$ cat src/rtl/intra_mb_scheduler.sv
// intra_mb_scheduler
//   Frame-level sequencer for the intra reconstruction datapath. Walks the
//   macroblocks of a frame in raster order, fires a one-cycle recon_enable
//   per MB, waits the fixed datapath latency, then offers the result to the
//   downstream writer through a valid/ready handshake. Neighbour availability
//   flags let prediction substitute 128 at the top and left frame edges.
//
//   Optional feature macro: RECON_PERF_EN (enables the stall_cycles counter;
//   when undefined stall_cycles is tied to zero).
//
// Ports
//   clk           in   rising-edge clock
//   reset         in   synchronous active-high reset
//   frame_start   in   pulse, starts a frame when idle
//   frame_abort   in   pulse, kills the frame in progress
//   recon_enable  out  one-cycle enable to the reconstruction datapath
//   mbnumber      out  [12:0] current MB index
//   mb_row        out  [7:0]  current MB row
//   mb_col        out  [7:0]  current MB column
//   top_avail     out  mb_row != 0
//   left_avail    out  mb_col != 0
//   out_valid     out  datapath result ready for mbnumber
//   out_ready     in   downstream accepts the result
//   busy          out  sequencer not idle
//   frame_done    out  one-cycle pulse after the last MB is accepted
//   stall_cycles  out  [15:0] cycles spent with out_valid && !out_ready
module intra_mb_scheduler #(
  parameter int LENGTH     = 720,
  parameter int WIDTH      = 1280,
  parameter int MB_SIZE_L  = 16,
  parameter int MB_SIZE_W  = 16,
  parameter int DP_LATENCY = 2
) (
  input  logic        clk,
  input  logic        reset,
  input  logic        frame_start,
  input  logic        frame_abort,
  output logic        recon_enable,
  output logic [12:0] mbnumber,
  output logic [7:0]  mb_row,
  output logic [7:0]  mb_col,
  output logic        top_avail,
  output logic        left_avail,
  output logic        out_valid,
  input  logic        out_ready,
  output logic        busy,
  output logic        frame_done,
  output logic [15:0] stall_cycles
);

  localparam int MB_ROWS = LENGTH / MB_SIZE_L;
  localparam int MB_COLS = WIDTH / MB_SIZE_W;
  localparam int NUM_MB  = MB_ROWS * MB_COLS;

  localparam logic [12:0] LAST_MB  = 13'(NUM_MB - 1);
  localparam logic [7:0]  LAST_COL = 8'(MB_COLS - 1);
  localparam logic [3:0]  LAT_LOAD = 4'(DP_LATENCY - 1);

  typedef enum logic [2:0] {
    S_IDLE,
    S_ISSUE,
    S_WAIT,
    S_OUTPUT,
    S_DONE
  } state_t;

  state_t     state;
  logic [3:0] lat_cnt;

  // Main sequencer. Every output is registered, so each transition also
  // loads the output values that belong to the state being entered.
  // Abort outranks everything else outside IDLE, including a same-cycle
  // handshake, so an aborted transfer never advances mbnumber.
  always_ff @(posedge clk) begin
    if (reset) begin
      state        <= S_IDLE;
      lat_cnt      <= '0;
      recon_enable <= 1'b0;
      mbnumber     <= '0;
      mb_row       <= '0;
      mb_col       <= '0;
      top_avail    <= 1'b0;
      left_avail   <= 1'b0;
      out_valid    <= 1'b0;
      busy         <= 1'b0;
      frame_done   <= 1'b0;
    end else begin
      recon_enable <= 1'b0;
      frame_done   <= 1'b0;
      if (frame_abort && state != S_IDLE) begin
        state     <= S_IDLE;
        lat_cnt   <= '0;
        out_valid <= 1'b0;
        busy      <= 1'b0;
      end else begin
        case (state)
          S_IDLE: begin
            if (frame_start) begin
              state        <= S_ISSUE;
              recon_enable <= 1'b1;
              busy         <= 1'b1;
              mbnumber     <= '0;
              mb_row       <= '0;
              mb_col       <= '0;
              top_avail    <= 1'b0;
              left_avail   <= 1'b0;
            end
          end
          S_ISSUE: begin
            if (DP_LATENCY == 0) begin
              state     <= S_OUTPUT;
              out_valid <= 1'b1;
            end else begin
              state   <= S_WAIT;
              lat_cnt <= LAT_LOAD;
            end
          end
          S_WAIT: begin
            if (lat_cnt == 4'd0) begin
              state     <= S_OUTPUT;
              out_valid <= 1'b1;
            end else begin
              lat_cnt <= lat_cnt - 4'd1;
            end
          end
          S_OUTPUT: begin
            if (out_valid && out_ready) begin
              out_valid <= 1'b0;
              if (mbnumber == LAST_MB) begin
                state      <= S_DONE;
                frame_done <= 1'b1;
              end else begin
                // Raster advance by column wrap; no divider needed.
                state        <= S_ISSUE;
                recon_enable <= 1'b1;
                mbnumber     <= mbnumber + 13'd1;
                if (mb_col == LAST_COL) begin
                  mb_col     <= '0;
                  mb_row     <= mb_row + 8'd1;
                  left_avail <= 1'b0;
                  top_avail  <= 1'b1;
                end else begin
                  mb_col     <= mb_col + 8'd1;
                  left_avail <= 1'b1;
                end
              end
            end
          end
          S_DONE: begin
            state <= S_IDLE;
            busy  <= 1'b0;
          end
          default: begin
            state     <= S_IDLE;
            out_valid <= 1'b0;
            busy      <= 1'b0;
          end
        endcase
      end
    end
  end

`ifdef RECON_PERF_EN
  // Backpressure counter: saturates, cleared only by an accepted start,
  // so the value of the last frame stays readable after frame_done.
  always_ff @(posedge clk) begin
    if (reset) begin
      stall_cycles <= '0;
    end else if (state == S_IDLE && frame_start) begin
      stall_cycles <= '0;
    end else if (out_valid && !out_ready && stall_cycles != 16'hFFFF) begin
      stall_cycles <= stall_cycles + 16'd1;
    end
  end
`else
  assign stall_cycles = '0;
`endif

endmodule
$ cat config.mk
export PLATFORM = sky130hd
export DESIGN_NAME = intra_mb_scheduler
export DESIGN_NICKNAME = d
export VERILOG_FILES = /design/src/rtl/intra_mb_scheduler.sv
export SDC_FILE = /design/constraint.sdc
export NUM_CORES = 1
export LEC_CHECK = 0
export BUFFER_PORTS_ARGS = -buffer_cell sky130_fd_sc_hd__buf_2
export CAP_MARGIN = 20
export CORE_AREA = 5 5 69 71
export CTS_CLUSTER_DIAMETER = 30
export CTS_CLUSTER_SIZE = 12
export DETAILED_ROUTE_END_ITERATION = 6
export DIE_AREA = 0 0 74 76
export HOLD_SLACK_MARGIN = 0.05
export PLACE_DENSITY = 0.89
export SLEW_MARGIN = 10
export SYNTH_ARGS = -nofsm -noshare
export SYNTH_HDL_FRONTEND = slang
export SYNTH_SLANG_ARGS = --single-unit
export TNS_END_PERCENT = 5
$ cat constraint.sdc
create_clock -name clk -period 2.8 [get_ports clk]
set_input_delay 0.56 -clock clk [delete_from_list [all_inputs] [get_ports clk]]
set_output_delay 0.56 -clock clk [all_outputs]
set_load 0.1 [all_outputs]
# Yosys cells after proc, flatten, opt, wreduce, memory -nomap -nowiden
# Cells that the tools add are included.
[word_totals]
romBits = 0
n_memories = 0
ram_bits = 0
elab_cells = 88
output_inout_bits = 51
latch_bits = 0
ff_bits = 42
[classes]
mux = 39
order_cmp = 0
div = 0
reduce_logical = 17
n_shift = 0
multipliers = 0
n_eq_ne = 12
n_bitwise = 5
n_addsub = 4
[op_table]
columns = ["op", "count"]
rows = [
  ["8-bit 2-to-1 mux", 7],
  ["13-bit 2-to-1 mux", 3],
  ["8-bit one-hot mux with 2 select lines", 2],
  ["13-bit one-hot mux with 2 select lines", 1],
  ["8-bit by 1-bit adder with 8-bit output (second input constant)", 2],
  ["1-bit 2-to-1 mux", 14],
  ["13-bit by 1-bit adder with 13-bit output (second input constant)", 1],
  ["13-bit by 12-bit equality test with 1-bit output (second input constant)", 1],
  ["3-bit 2-to-1 mux", 4],
  ["2-bit != test (second input constant)", 6],
  ["3-bit one-hot mux with 4 select lines", 1],
  ["8-bit by 7-bit equality test with 1-bit output (second input constant)", 1],
  ["1-bit one-hot mux with 2 select lines", 4],
  ["4-bit one-hot mux with 2 select lines", 1],
  ["3-bit by 2-bit equality test with 1-bit output (second input constant)", 2],
  ["3-bit AND reduction", 2],
  ["6-bit AND reduction", 1],
  ["3-bit OR reduction", 2],
  ["1-bit inverter", 5],
  ["5-bit AND reduction", 1],
  ["4-bit logical NOT", 1],
  ["4-bit 2-to-1 mux", 1],
  ["2-bit AND reduction", 2],
  ["2-bit nonzero test", 2],
  ["other kinds (9)", 10],
]

# Logic depth before layout (Yosys ltp)
[logic_depth]
ltp_word = 5
depth_mapped = 7
depth_no_buf = 7

# Least setup slack after synthesis
# Ideal clock, no wire load.
[synth_timing]
path_type = "register to register"
start = "register mbnumber[0]"
end = "register mbnumber[12]"
synth_period_minus_slack_ns = 2.593
t_arrival_ns = 2.477
path_slack_ns = 0.207
path_stages_with_launch = 7
setup_ns = 0.116
path_buffers = 0
required_ns = 2.684
cell_sequence = "dfxtp_1 > ha_1 > nand3_1 > or4_1 > o21ai_0 > o21ai_0 > a21o_1"
[synth_via]
elab_chain_len = 4
[synth_lines]
columns = ["element", "line", "rtl"]
rows = [
  ["start, declared", "39", "output logic [12:0] mbnumber,"],
  ["start signal, assigned", "136", "mbnumber <= mbnumber + 13'd1;"],
  ["13-bit by 1-bit adder with 13-bit output", "136", ""],
  ["13-bit 2-to-1 mux", "129", "if (mbnumber == LAST_MB) begin"],
  ["13-bit 2-to-1 mux", "127", "if (out_valid && out_ready) begin"],
  ["13-bit one-hot mux with 2 select lines", "96", "case (state)"],
]
# Several ways; a longest one is shown, not always the timed one. The select of a mux whose other input is x is not followed.
# A chain may end at the register's enable or synchronous reset.

# Worst setup path in the final report
[layout_timing]
start = "register state[1]"
end = "register mb_row[4]"
[layout_via]
elab_chain_len = 4
[layout_lines]
columns = ["element", "line", "rtl"]
rows = [
  ["start, declared", "67", "state_t state;"],
  ["start signal, assigned", "76", "state <= S_IDLE;"],
  ["start signal, assigned", "91", "state <= S_IDLE;"],
  ["start signal, assigned", "99", "state <= S_ISSUE;"],
  ["branches (longest 4 deep; another with 6-bit AND reduction)", "--", ""],
  ["end signal, assigned", "139", "mb_row <= mb_row + 8'd1;"],
  ["end, declared", "40", "output logic [7:0] mb_row,"],
]
# Parallel ways; which one is timed is not known.

==> flow_summary.toml <==
[finish]
syn2layout_area_growth_pct = 12.3
nets = 322
n_antenna_cell = 0
drive_gt1_share_pct = 16.9
fin_area_um2 = 2500
seq_area_um2 = 841
multiInputGateArea_um2 = 1250
fillers = 381
instances_no_fill = 365

[yosys]
synth.area.top_cells = "dfxtp_1, o21ai_0, buf_4"
synth_edf_count = 0
synth_most_common_cell = "dfxtp_1"
yosysWarnings = 0
netlist_top_cells_count = "dfxtp_1, nand2_1, o21ai_0, nor2_1, a21oi_1"
ys_types = 48
synthesis.area_um2 = 2230
ys_seq_elements = 42
syn_area_per_cell_um2 = 8.04
syn-instance-count = 277
yosysTopAreaCellShare_pct = 37.8
synth_top_area_cell = "dfxtp_1"
synthArstFlopShare_pct = 0
synth-main-ff-cell = "dfxtp_1"
seq_area_frac_synth_pct = 37.8

[place]
dpl_cell_area_um2 = 2390
dpl.cell_count = 357
dp_hpwl_um = 3780
gp_congestion = 0.870
numPortBuffers = 39

[run_status]
outcome = "finished clean"

[floorplan]
initial_core_util_pct = 53.3
pin_count = 56
row_count = 24
die_w_um = 74
core_um2 = 4170
die_h_um = 76
dieArea_um2 = 5620

[sta]
setup_viol = 0
post-route-period-util_pct = 82.0
fmax_ghz = 0.436
slew_headroom_pct = 35.8
fin_tns_setup_ns = 0
worst_pin_slew_ns = 0.950
final_hold_viol_count = 0
fin_worst_skew_ns = 0.00994
slew_viol_final = 0
worst_hold_slack_ns = 0.451
layout_min_cycle_time_ns = 2.30
rsz0062_at_grt = "false"

[detailed_routing]
via_count = 2153
drt-pass1-iter-count = 4
totalWireLength_um = 5280
drcViolationCount = 0
drt_iter0_markers = 184
wl_per_cell_um = 14.5
vias_per_cell = 5.90
ant_nets = 0

[power_and_ir_drop]
p_int_mw = 0.944
total_power_mw = 1.45
p_per_area_nw_per_um2 = 578
combPwrFrac_pct = 22.3
switching_power_mw = 0.502
power_leakage_nw = 1.09
swShare_pct = 34.7
seqPwrFrac_pct = 44.4
ir_drop_v = 0.000488
p_clk_share_pct = 33.4

[clocking]
clock_latency_ns = 0.30
ctsResizeCount = 0
clkTransAtPathRegs_ns = 0.09
ctsHoldBuffers = 0
cts.htree.levels = 2
cts.sinks = 42
post_cts_buffers = 0
root_buffer = "clkbuf_8"
cts_buffer_depth = 2
cts_tree = "built"
cts_buffers = 5

[grt]
gr-usage-met3_pct = 5.15
grt_pass1_wl_um = 8550
overflow = 0
use_met2_pct = 30.1
grt_max_degree = 30
grt_use_total_pct = 18.6
met1_usage_pct = 23.5
first_global_vias = 1898
antenna_found_initial = 0
grt-busiest-layer = "met2"

[worst_setup_path]
crit_arrival_ns = 2.52
cp-start-kind = "flop"
cp_top_family = "compound AO/OA/AOI/OAI gates"
reg2reg_slack_ns = 0.50
crit_type = "reg2reg"
worstPathCellList = "nand3b_1 > buf_4 > a21o_1 > a31oi_1 > o21ai_0 > o21ai_0"
cp_max_fo = 15
max_stage_delay_ns = 0.61
endpoint_kind = "flop"
critical_path_buf_inv_count = 1
required_ns = 3.02
critPathSlowestCell = "dfxtp_1"
crit_path_frequent_cell = "o21ai_0"

[flow_run]
maxCapViolCount = 0

[hold_path]
hold_path_class = "reg2reg"
final timing paths:
path	startpoint	to	depth (start not counted)
worst max-delay path	state[1]	mb_row[4]	6
worst min-delay path	left_avail	left_avail	2
worst max register to register	state[1]	mb_row[4]	6
worst min register to register	left_avail	left_avail	2
logic make-up (layout without fill, tap and decap cells):
group | after synthesis | after routing | share of synthesized area (%)
AO/OA/AOI/OAI | 73 | 73 | 20.4
buffers and inverters | 32 | 53 | 8.38
flip-flops | 42 | 42 | 37.8
XOR/XNOR | 2 | 2 | 0.787
multiplexers | 2 | 2 | 0.956
adder cells (fa/ha/maj) | 5 | 5 | 2.81
other | 1 | 16 | 0.168
AND/OR/NAND/NOR | 120 | 120 | 28.7
layout make-up:
| class | instances | area share [%] |
|---|---|---|
| clock buffers | 6 | 2.90 |
| clock inverters | 2 | 1.50 |
| inverters | 3 | 0.450 |
| multi-input cells | 218 | 50.2 |
| flip-flops and latches | 42 | 33.6 |
| well taps | 52 | 2.60 |
| repair buffers | 42 | 8.71 |
state kept, by name, summed over array words and instances, names as in the netlist:
| signal | count |
|---|---|
| out_valid | 1 |
| mb_row | 8 |
| mb_col | 8 |
| left_avail | 1 |
| recon_enable | 1 |
| lat_cnt | 4 |
| mbnumber | 13 |
| state | 3 |
| busy | 1 |
| top_avail | 1 |
| frame_done | 1 |
cell usage in the layout, fill, tap and decap left out, types with 3 or more instances in the layout:
cell type / Yosys / layout
nor2_1: 24 / 24
o21ai_0: 27 / 27
and2_1: 3 / 3
nor4_1: 6 / 6
clkbuf_8: 0 / 5
o2bb2ai_1: 3 / 3
conb_1: 1 / 16
a21oi_1: 21 / 21
nand2b_1: 3 / 3
a31oi_1: 4 / 4
and3_1: 9 / 9
a21o_1: 6 / 6
nand3_1: 9 / 9
nor2b_1: 3 / 3
a22o_1: 3 / 3
nand4_1: 6 / 6
dfxtp_1: 42 / 42
nand2_1: 27 / 27
buf_2: 2 / 39
inv_1: 3 / 3
buf_4: 17 / 3
ha_1: 5 / 5
nor3_1: 11 / 11
metal layers:
metal	routed length, um	share of wire [%]
met2	2510	48
met4	67	1.3
met1	2320	44
met3	387	7.3
met5	0	0
stage by stage:
stage               worst slack, ns  utilization [%]
global route                  0.275             59.9
finish                        0.504             59.9
detailed placement            0.550             57.3
CTS                           0.499             59.9
floorplan                     0.207                -
global placement              0.581             57.3
tightest hold or removal path, delay by kind of cell, from the launching register on:
family          cells  cell delay [ns]
simple gates        1             0.05
flops               1             0.31
compound gates      1             0.05
power groups by stage:
stage | clock network, mW | registers (mW) | logic, mW
4_1_cts | 0.482 | 0.641 | 0.321
3_3_place_gp | 0 | 0.653 | 0.314
2_1_floorplan | 0 | 0.700 | 0.246
5_1_grt | 0.507 | 0.646 | 0.345
6_report | 0.482 | 0.641 | 0.322
3_5_place_dp | 0 | 0.654 | 0.320
Power figures use the tool's default switching activity.
